===== config.mk =====
export PLATFORM = sky130hd
export DESIGN_NAME = instr_fetch_flat
export DESIGN_NICKNAME = d
export VERILOG_FILES = /design/src/rtl/instr_fetch_if.sv /design/src/rtl/instr_fetch.sv /design/src/flat_wrapper.sv
export SDC_FILE = /design/constraint.sdc
export NUM_CORES = 1
export LEC_CHECK = 0
export CORE_MARGIN = 4
export CORE_UTILIZATION = 57
export CTS_CLUSTER_SIZE = 30
export DETAILED_ROUTE_END_ITERATION = 16
export GPL_ROUTABILITY_DRIVEN = 1
export PLACE_DENSITY = 0.86
export SLEW_MARGIN = 20
export SYNTH_ARGS = -nofsm -noshare
export SYNTH_HDL_FRONTEND = slang
export SYNTH_SLANG_ARGS = --single-unit

===== constraint.sdc =====
create_clock -name clk -period 16.2 [get_ports clk]
set_clock_uncertainty 0.05 [all_clocks]
set_input_delay 1.62 -clock clk [delete_from_list [all_inputs] [get_ports clk]]
set_output_delay 1.62 -clock clk [all_outputs]
set_load 0.01 [all_outputs]

===== src/rtl/instr_fetch_if.sv =====
// ============================================================================
// Module      : instr_fetch_if
// Description : Memory-request and decode-slot bundle of the fetch stage.
// Revision    : 1.0 - initial release
// ============================================================================
`default_nettype none

interface instr_fetch_if;
    logic        imem_req;
    logic [31:0] imem_addr;
    logic        imem_ready;
    logic [31:0] imem_rdata;
    logic        stall;
    logic        redirect;
    logic [31:0] redirect_pc;
    logic [31:0] instr;
    logic [31:0] instr_pc;
    logic        instr_valid;
    logic [31:0] pc_plus4;

    modport master (
        output imem_req, imem_addr, instr, instr_pc, instr_valid, pc_plus4,
        input  imem_ready, imem_rdata, stall, redirect, redirect_pc
    );

    modport slave (
        input  imem_req, imem_addr, instr, instr_pc, instr_valid, pc_plus4,
        output imem_ready, imem_rdata, stall, redirect, redirect_pc
    );
endinterface

`default_nettype wire


===== src/rtl/instr_fetch.sv =====
// ============================================================================
// Module      : instr_fetch
// Description : PC owner and instruction fetch with one-entry skid and redirect.
// Revision    : 1.0 - initial release
// ============================================================================
`default_nettype none

module instr_fetch #(
    parameter logic [31:0] RESET_PC = 32'h0000_0000
) (
    input  wire logic      clk,
    input  wire logic      reset,
    instr_fetch_if.master  bus
);

    localparam logic [31:0] c_reset_pc = RESET_PC & ~32'h3;

    typedef enum logic [1:0] {
        FETCH = 2'd0,
        FULL  = 2'd1,
        DRAIN = 2'd2
    } state_t;

    state_t      state_q, state_d;
    logic [31:0] pc_q, pc_d;
    logic [31:0] skid_instr_q, skid_instr_d;
    logic [31:0] skid_pc_q, skid_pc_d;
    logic [31:0] pend_pc_q, pend_pc_d;
    logic [31:0] instr_q, instr_d;
    logic [31:0] instr_pc_q, instr_pc_d;
    logic        instr_valid_q, instr_valid_d;

    logic        w_accept;
    logic [31:0] w_redirect_pc;

    assign w_accept      = !instr_valid_q || !bus.stall;
    assign w_redirect_pc = bus.redirect_pc & ~32'h3;

    always_ff @(posedge clk or posedge reset) begin
        if (reset) begin
            state_q       <= FETCH;
            pc_q          <= c_reset_pc;
            skid_instr_q  <= '0;
            skid_pc_q     <= '0;
            pend_pc_q     <= '0;
            instr_q       <= '0;
            instr_pc_q    <= '0;
            instr_valid_q <= 1'b0;
        end else begin
            state_q       <= state_d;
            pc_q          <= pc_d;
            skid_instr_q  <= skid_instr_d;
            skid_pc_q     <= skid_pc_d;
            pend_pc_q     <= pend_pc_d;
            instr_q       <= instr_d;
            instr_pc_q    <= instr_pc_d;
            instr_valid_q <= instr_valid_d;
        end
    end

    always_comb begin
        state_d       = state_q;
        pc_d          = pc_q;
        skid_instr_d  = skid_instr_q;
        skid_pc_d     = skid_pc_q;
        pend_pc_d     = pend_pc_q;
        instr_d       = instr_q;
        instr_pc_d    = instr_pc_q;
        // A valid slot that is not stalled is consumed this cycle.
        instr_valid_d = instr_valid_q && bus.stall;

        case (state_q)
            FETCH: begin
                if (bus.redirect) begin
                    instr_valid_d = 1'b0;
                    if (bus.imem_ready) begin
                        pc_d = w_redirect_pc;
                    end else begin
                        pend_pc_d = w_redirect_pc;
                        state_d   = DRAIN;
                    end
                end else if (bus.imem_ready) begin
                    if (w_accept) begin
                        instr_d       = bus.imem_rdata;
                        instr_pc_d    = pc_q;
                        instr_valid_d = 1'b1;
                    end else begin
                        skid_instr_d = bus.imem_rdata;
                        skid_pc_d    = pc_q;
                        state_d      = FULL;
                    end
                    pc_d = pc_q + 32'd4;
                end
            end
            FULL: begin
                if (bus.redirect) begin
                    instr_valid_d = 1'b0;
                    pc_d          = w_redirect_pc;
                    state_d       = FETCH;
                end else if (!bus.stall) begin
                    instr_d       = skid_instr_q;
                    instr_pc_d    = skid_pc_q;
                    instr_valid_d = 1'b1;
                    state_d       = FETCH;
                end
            end
            DRAIN: begin
                // The abandoned request must still complete before the new PC goes out.
                instr_valid_d = 1'b0;
                if (bus.redirect) begin
                    pend_pc_d = w_redirect_pc;
                    if (bus.imem_ready) begin
                        pc_d    = w_redirect_pc;
                        state_d = FETCH;
                    end
                end else if (bus.imem_ready) begin
                    pc_d    = pend_pc_q;
                    state_d = FETCH;
                end
            end
            default: begin
                state_d = FETCH;
            end
        endcase
    end

    assign bus.imem_req    = !reset && (state_q != FULL);
    assign bus.imem_addr   = pc_q;
    assign bus.instr       = instr_q;
    assign bus.instr_pc    = instr_pc_q;
    assign bus.instr_valid = instr_valid_q;
    assign bus.pc_plus4    = instr_pc_q + 32'd4;

endmodule

`default_nettype wire


===== src/flat_wrapper.sv =====
// flat-port wrapper written by rule: the top's interface ports become plain ports
module instr_fetch_flat 
#(
    parameter logic [31:0] RESET_PC = 32'h0000_0000
)
  (clk, reset, bus_imem_req, bus_imem_addr, bus_instr, bus_instr_pc, bus_instr_valid, bus_pc_plus4, bus_imem_ready, bus_imem_rdata, bus_stall, bus_redirect, bus_redirect_pc);
  instr_fetch_if bus_i ();
  input  wire logic clk;
  input  wire logic reset;
  output wire logic [$bits(bus_i.imem_req)-1:0] bus_imem_req;
  output wire logic [$bits(bus_i.imem_addr)-1:0] bus_imem_addr;
  output wire logic [$bits(bus_i.instr)-1:0] bus_instr;
  output wire logic [$bits(bus_i.instr_pc)-1:0] bus_instr_pc;
  output wire logic [$bits(bus_i.instr_valid)-1:0] bus_instr_valid;
  output wire logic [$bits(bus_i.pc_plus4)-1:0] bus_pc_plus4;
  input wire logic [$bits(bus_i.imem_ready)-1:0] bus_imem_ready;
  input wire logic [$bits(bus_i.imem_rdata)-1:0] bus_imem_rdata;
  input wire logic [$bits(bus_i.stall)-1:0] bus_stall;
  input wire logic [$bits(bus_i.redirect)-1:0] bus_redirect;
  input wire logic [$bits(bus_i.redirect_pc)-1:0] bus_redirect_pc;
  assign bus_imem_req = bus_i.imem_req;
  assign bus_imem_addr = bus_i.imem_addr;
  assign bus_instr = bus_i.instr;
  assign bus_instr_pc = bus_i.instr_pc;
  assign bus_instr_valid = bus_i.instr_valid;
  assign bus_pc_plus4 = bus_i.pc_plus4;
  assign bus_i.imem_ready = bus_imem_ready;
  assign bus_i.imem_rdata = bus_imem_rdata;
  assign bus_i.stall = bus_stall;
  assign bus_i.redirect = bus_redirect;
  assign bus_i.redirect_pc = bus_redirect_pc;
  instr_fetch #(.RESET_PC(RESET_PC)) u_core (.clk(clk), .reset(reset), .bus(bus_i));
endmodule

After elaboration in Yosys (flattened, before gate mapping)
Cells that the tools add are included.
Cells by class
  $add $sub $neg: 2
  equality and inequality tests: 18
  multiplexer cells: 36
  bitwise logic cells: 2
  reductions and logical operators: 15
Operator list (count)
  32-bit 2-to-1 mux: 18
  32-bit one-hot mux with 2 select lines: 3
  32-bit one-hot mux with 3 select lines: 1
  32-bit by 3-bit adder with 32-bit output, second input constant: 2
  2-bit inequality test, second input constant: 9
  3-bit inequality test, second input constant: 5
  2-bit 2-to-1 mux: 7
  4-bit AND reduction: 3
  2-bit one-hot mux with 3 select lines: 1
  6-bit AND reduction: 1
  1-bit 2-to-1 mux: 5
  5-bit AND reduction: 1
  2-bit by 1-bit inequality test with 1-bit output, second input constant: 2
  2-bit nonzero test: 2
  1-bit logical NOT: 3
  1-bit one-hot mux with 3 select lines: 1
  3-bit nonzero test: 1
  2-bit by 1-bit equality test with 1-bit output, second input constant: 1
  2-bit equality test, second input constant: 1
  1-bit logical AND: 2
  2-bit logical NOT: 1
  1-bit NOT: 2
  1-bit logical OR: 1
Word-level totals
  register bits after elaboration: 195
  input bits: 69
  output and inout bits: 130
  word-level logic and storage cells: 81

Longest topological paths before layout
Gate-level depths: netlist (run 1).
  depth in word-level cells: 6
  gate-level depth with buffers: 10
  depth with buffers taken out: 7

Least setup slack after synthesis (run 1)
No wires, ideal clock.
  kind: register -> output
  start point: reg u_core.instr_pc_q[4], in the netlist u_core.bus.instr_pc[4]
  end point: out bus_pc_plus4[27]
  data arrival time: 1.808 ns
  required time: 14.530 ns
  slack: 12.722 ns
  cell stages (with the launch flop): 6
  buffers on the path: 0
  cell sequence: dfrtp_1 -> and4_1 -> nand4_1 -> nor4_2 -> nand4_1 -> xnor2_1
On the way
  word-level cells in the longest chain between the ends: 1
Ends and longest elaborated chain
  start: declaration: line instr_fetch.sv:30  | logic [31:0] instr_pc_q, instr_pc_d;
  start signal: assignment: line instr_fetch.sv:56  | instr_pc_q <= instr_pc_d;
  32-bit by 3-bit adder with 32-bit output: line instr_fetch.sv:132  | assign bus.pc_plus4 = instr_pc_q + 32'd4;
  end: declaration: line flat_wrapper.sv:15  | output wire logic [$bits(bus_i.pc_plus4)-1:0] bus_pc_plus4;
Every way passes these cells.

Worst setup path in the final report (run 1)
  start point: reg u_core.instr_pc_q[4], in the netlist u_core.bus.instr_pc[4]
  end point: out bus_pc_plus4[31]
Same word-level chain as after synthesis.

==> flow_summary.yaml, run 1 <==
status:
  run_status: "finished, final reports clean"
clocking:
  cts.hold.buffers_added: 0
  max-clock-path-buffers: 2
  cts.root.buffer_cell: "clkbuf_16"
  cts_post_setup_buffers_inserted: 0
  cts_sinks: 193
  clk_pin_slew_ns: 0.07
  cts_buffers: 17
  cts_tree: "built"
  cts_resized: 0
  htree_levels: 4
  insertion_delay_ns: 0.43
critical_path:
  critical_path.slowest_cell: "nor4_2"
  cp_common_cell: "nand4_1"
  r2r-start: "u_core.state_q[1]"
  critPathMaxFanout: 7
  worst_r2r_path_depth: 7
  startpoint_type: "flop"
  timing.critical_path.buf_inv: 1
  max_stage_delay_ns: 0.86
  timing.rr.end: "u_core.bus.imem_addr[27]"
  setup.reg_to_reg.worst_slack_ns: 12.86
  cp_cell_sequence: "and4_1 > nand4_1 > nor4_2 > nand4_1 > xnor2_1 > clkdlybuf4s50_1"
  worst-setup-path-type: "reg2out"
  worst_setup_path_end_kind: "primary output"
  cp.arrival_ns: 3.45
  cp_top_family: "simple AND/OR/NAND/NOR gates"
  worst_ep_required_time_ns: 14.53
pwr:
  power.switching_w: 0.00105
  ir_drop_mv: 0.125
  swShare_pct: 40.0
  p_leak_nw: 5.29
  comb_power_share_pct: 48.0
  power.density_cell_area_nw_per_um2: 202
  p_int_w: 0.00158
  clockPowerShare_pct: 15.6
  power_frac_seq_pct: 36.4
  totalPowerFinal_w: 0.00264
hold_path:
  holdPathStages: 1
  hold_class: "reg2reg"
  min_to: "u_core.pend_pc_q[15]"
  worstHoldStart: "u_core.pend_pc_q[15]"
routing:
  vias: 8822
  routed_wire_length_per_instance_um: 19.7
  detail_route.wirelength_um: 27900
  detail_route.iter0.violations: 788
  remaining_drc_errors: 0
  drt_pre_antenna_iters: 5
  post_drt_via_cell_ratio: 6.23
  detail-route-antenna-nets: 0
logic_synthesis:
  synthCells: 1029
  synth_enable_flop_cells: 0
  syn_area_sq_um: 10400
  synth_top_family_by_area: "multiplexers"
  synth.yosys.seq_area_share_pct: 46.4
  synth-simple-area-share_pct: 12.3
  top_post_synthesis_cells_by_area: "dfrtp_1 (46%), mux2_2 (11%), mux2i_1 (7.9%), a21oi_1 (5.0%), nor2_1 (3.4%)"
  syn-mean-instance-area_sq_um: 10.1
  synth_compound_area_share_pct: 14.9
  number_of_nets_in_the_synthesized_netlist: 1105
  synth_warnings: 0
  synth_ff_type: "dfrtp_1"
  asyncSetResetFlopFracSynth_pct: 100
  ys_ff_latch: 193
  synthDominantAreaCellType: "dfrtp_1"
  synth_mux_area_share_pct: 19.2
  synth-adder-area-share_pct: 0.841
  fraction_of_synthesized_cell_area_taken_by_the_top_area_cell_type_pct: 46.4
  synth_xor_area_share_pct: 2.44
  post_synth_num_cell_types: 69
place:
  finalWeightedCongestion: 0.905
  dpl-instance-area_sq_um: 12400
  dp.final_hpwl_um: 18400
  placement.io_buffers: 196
grt:
  grt_pass1_wl_um: 43800
  grtUsageTotal_pct: 26.8
  gr-total-overflow: 0
  maximum_number_of_pins_on_one_net_before_global_route_repair: 129
  first_global_vias: 8556
  antenna_found_initial: 1
layout:
  syn_to_final_growth_pct: 24.9
  post_route_cell_area_sq_um: 13000
  drive_gt1_share_pct: 13.9
  finalNetCount: 1249
  layout_common_cells: "clkdlybuf4s50_1 (194), dfrtp_1 (193), a21oi_1 (105), mux2_2 (105), nor2_1 (94)"
  mostFrequentLayoutCell: "clkdlybuf4s50_1"
sta:
  slew-limit-headroom_pct: 24.6
  max_freq_mhz: 195
  report.final.hold_viol_count: 0
  post_route_setup_tns_ns: 0
  unrepaired_setup_endpoints_after_global_routing: "false"
  hold_slack_ns: 0.456
  slew_violations: 0
  worst_slew_pin_slew_ns: 1.12
  report.final.setup_viol: 0
  fin_crit_ns: 5.12
  final.period_utilization_pct: 31.6
die:
  std_cell_rows: 49
  initial_util_pct: 58.0
  die-height_um: 143
  die_w_um: 143
  design.die.area_sq_um: 20500
  ioPinCount: 199
  floorplan.core_area_sq_um: 18000
job:
  cap_violations: 0
worst reg2reg max path: stages (launching register included):
cell     delay [ns]
dfrtp_1        0.48
inv_1          0.17
ha_4           0.76
buf_4          0.75
a21bo_2        0.29
a21oi_1        0.04
or4b_2         0.66
nand3_1        0.10
kinds of logic after synthesis:
| group | count (synthesis) |
|---|---|
| AOI/OAI and AO/OA | 245 |
| xor gates and xnor gates | 29 |
| adders and majority gates | 7 |
| buffers and inverters | 98 |
| DFF | 193 |
| muxes | 187 |
| and+or+nand+nor | 270 |
synth_stat cells (all sizes together), types with 3 or more instances:
cell type,n
o21ai,37
clkbuf,49
xor2,3
a31oi,8
buf,31
a21bo,3
o2111ai,5
nand4,18
inv,18
a21oi,105
ha,7
mux2i,82
a211o,3
or4,3
nor3,17
nand2,65
a22o,6
o211ai,6
and2,7
mux2,105
nor2b,5
dfrtp,193
a221oi,10
nor2,95
and3,10
a211oi,13
and4,5
nand3,28
o22ai,9
a21o,4
a221o,4
nor4,8
a222oi,4
o31ai,4
xnor2,26
layout make-up:
type                    count  area [sq um]
fillers                  1304          4950
well taps                 229           287
flip-flops and latches    193          4830
clock buffers              18           439
inverters                  18          75.1
clock inverters            14           140
repair buffers            205          2020
multi-input cells         738          5220
diodes                      1          2.50
per-stage QoR:
stage                     setup slack, ns  utilization (%)  std cells
after floorplan                      9.27                -       1029
after global placement              11.60             69.2       1383
after detailed placement            11.48             69.2       1383
after CTS                           11.00             72.4       1415
after global routing                10.86             72.5       1416
final                               11.08             72.5       1416
flip-flops by register name, indices dropped and copies added, names as in the netlist:
register	flops
u_core.bus.instr	32
u_core.bus.imem_addr	32
u_core.bus.instr_valid	1
u_core.skid_pc_q	32
u_core.bus.instr_pc	32
u_core.state_q	2
u_core.pend_pc_q	30
u_core.skid_instr_q	32
how the worst max path moves through the flow:
stage                                 startpoint                 endpoint  depth (start not counted)  slack, ns
after floorplan                            reset  u_core.bus.imem_addr[0]                          1       9.27
after global placement    u_core.bus.instr_pc[4]         bus_pc_plus4[31]                          6      11.60
after detailed placement  u_core.bus.instr_pc[4]         bus_pc_plus4[31]                          6      11.48
after CTS                 u_core.bus.instr_pc[4]         bus_pc_plus4[31]                          6      11.00
after global routing      u_core.bus.instr_pc[4]         bus_pc_plus4[31]                          6      10.86
final                     u_core.bus.instr_pc[4]         bus_pc_plus4[31]                          6      11.08
per-layer routing:
layer	track usage [%]	vias to the layer above	part of all wire (%)	wire, um
met5	0	-	0	0
met4	10.8	0	2.8	779
met3	5.59	60	7.5	2090
met2	44.5	391	49	13800
met1	34.5	4312	40	11300
li1	-	4059	-	-
power groups by stage:
stage          Clock [W]  Combinational [W]  Sequential [W]
5_1_grt         0.000436            0.00138        0.000989
6_report        0.000411            0.00126        0.000960
4_1_cts         0.000415            0.00127        0.000953
3_5_place_dp           0            0.00126        0.000959
3_3_place_gp           0            0.00122        0.000945
2_1_floorplan          0           0.000739        0.000924
Note: power is estimated with default switching activity, not from simulation.
==> run 2, diff against run 1 <==
--- a/config.mk
+++ b/config.mk
@@ -6,11 +6,11 @@
 export NUM_CORES = 1
 export LEC_CHECK = 0
 export CORE_MARGIN = 4
-export CORE_UTILIZATION = 57
+export CORE_UTILIZATION = 53
 export CTS_CLUSTER_SIZE = 30
 export DETAILED_ROUTE_END_ITERATION = 16
 export GPL_ROUTABILITY_DRIVEN = 1
-export PLACE_DENSITY = 0.86
+export PLACE_DENSITY = 0.81
 export SLEW_MARGIN = 20
 export SYNTH_ARGS = -nofsm -noshare
 export SYNTH_HDL_FRONTEND = slang
==> constraint.sdc (replaced) <==
create_clock -name clk -period 5.3 [get_ports clk]
set_clock_uncertainty 0.05 [all_clocks]
set_input_delay 0.53 -clock clk [delete_from_list [all_inputs] [get_ports clk]]
set_output_delay 0.53 -clock clk [all_outputs]
set_load 0.01 [all_outputs]
==> flow_summary.yaml, run 2 (same netlist as run 1, synthesis figures left out) <==
layout:
  antenna_cell_count: 0
  multi_input_comb_area_sq_um: 5230
  layout_common_cells: "clkdlybuf4s50_1 (194), dfrtp_1 (193), a21oi_1 (105), mux2_2 (105), nor2_1 (94)"
  fillers: 1541
  finalNetCount: 1253
  drive_gt1_share_pct: 14.1
  post_layout_util_pct: 67.8
  syn_to_final_growth_pct: 26.3
  mostFrequentLayoutCell: "clkdlybuf4s50_1"
  final-seq-area_sq_um: 4830
  post_route_cell_area_sq_um: 13200
critical_path:
  cp_cell_sequence: "and4_1 > nand4_1 > nor4_2 > nand4_1 > xnor2_1 > clkdlybuf4s50_1"
  startpoint_type: "flop"
  timing.critical_path.buf_inv: 1
  cp_top_family: "simple AND/OR/NAND/NOR gates"
  worst_setup_path_end_kind: "primary output"
  cp.arrival_ns: 3.36
  worst_ep_required_time_ns: 4.72
  cp_common_cell: "nand4_1"
  max_stage_delay_ns: 0.89
  worst-setup-path-type: "reg2out"
  critPathMaxFanout: 7
  critical_path.slowest_cell: "nor4_2"
pwr:
  ir_drop_mv: 0.282
  p_leak_nw: 5.34
  power.density_cell_area_nw_per_um2: 621
  totalPowerFinal_w: 0.00817
die:
  initial_util_pct: 53.7
  floorplan.core_area_sq_um: 19400
  ioPinCount: 199
  die_w_um: 148
  std_cell_rows: 51
  die-height_um: 148
  design.die.area_sq_um: 22000
routing:
  remaining_drc_errors: 0
  detail-route-antenna-nets: 0
  detail_route.iter0.violations: 743
  vias: 8733
  routed_wire_length_per_instance_um: 19.2
  detail_route.wirelength_um: 27900
  drt_pre_antenna_iters: 5
  post_drt_via_cell_ratio: 6.01
clocking:
  cts.hold.buffers_added: 0
  clk_pin_slew_ns: 0.07
  cts_sinks: 193
  cts_buffers: 17
  cts_resized: 0
  cts.root.buffer_cell: "clkbuf_16"
  max-clock-path-buffers: 2
  cts_tree: "built"
  cts_post_setup_buffers_inserted: 0
  insertion_delay_ns: 0.43
  htree_levels: 4
sta:
  unrepaired_setup_endpoints_after_global_routing: "false"
  max_freq_mhz: 254
  report.final.hold_viol_count: 0
  fin_crit_ns: 3.94
  slew_violations: 0
  slew-limit-headroom_pct: 28.9
  final.period_utilization_pct: 74.4
  post_route_setup_tns_ns: 0
  worst_slew_pin_slew_ns: 1.06
  report.final.setup_viol: 0
grt:
  grt_pass1_wl_um: 45100
  gr-total-overflow: 0
  maximum_number_of_pins_on_one_net_before_global_route_repair: 194
  grtUsageTotal_pct: 25.3
  antenna_found_initial: 0
  first_global_vias: 8635
status:
  run_status: "finished, final reports clean"
job:
  cap_violations: 0
place:
  dpl-instance-area_sq_um: 12500
  dp.final_hpwl_um: 18500
  finalWeightedCongestion: 0.902
  placement.io_buffers: 196
hold_path:
  hold_class: "reg2reg"
==> run 2: cell types whose count changed in the layout (fill, tap and decap cells not counted), sizes merged <==
cell / previous run / this run
diode: 1 / 0
clkinv: 4 / 2
buf: 11 / 15
bufinv: 0 / 3
inv: 27 / 26
clkbuf: 18 / 17
==> run 2: area by class of cell <==
type                       instances  share of cell area [%]
clock buffer                      17                    3.23
multi-input combinational        738                    39.7
inverter                          18                   0.542
sequential                       193                    36.7
timing repair buffer             209                    15.8
tap                              265                    2.52
clock inverter                    14                    1.45
==> run 2: per-stage QoR <==
step	instances	hold WS, ns	setup slack, ns
after global routing	1454	0.464	1.16
after detailed placement	1422	0.440	1.78
after CTS	1453	0.456	1.30
final	1454	0.457	1.36
after floorplan	1029	0.424	2.23
after global placement	1422	0.432	1.83
==> run 2: final timing paths <==
kind / start / end / slack (ns) / cells past startpoint
worst max-delay path: u_core.bus.instr_pc[4] / bus_pc_plus4[31] / 1.36 / 6
worst min-delay path: u_core.pend_pc_q[15] / u_core.pend_pc_q[15] / 0.46 / 1
worst max register to register: u_core.state_q[0] / u_core.bus.imem_addr[20] / 1.88 / 7
worst min register to register: u_core.pend_pc_q[15] / u_core.pend_pc_q[15] / 0.46 / 1
max in group asynchronous: reset / u_core.bus.imem_addr[17] / 3.77 / 4
min in group asynchronous: reset / u_core.bus.instr[2] / 0.52 / 3
==> run 2: power by group <==
group,internal [W],total (W),switching [W]
registers,0.00217,0.00294,0.000767
clock network,0.000760,0.00136,0.000604
logic,0.00204,0.00386,0.00183
==> run 2: routing by layer <==
| metal | GRT usage, % | share of wire [%] | vias to the layer above |
|---|---|---|---|
| li1 | - | - | 4052 |
| met1 | 34.7 | 42 | 4226 |
| met2 | 41.4 | 49 | 385 |
| met3 | 3.75 | 6.7 | 70 |
| met4 | 9.28 | 2.6 | 0 |
| met5 | 0 | 0 | - |
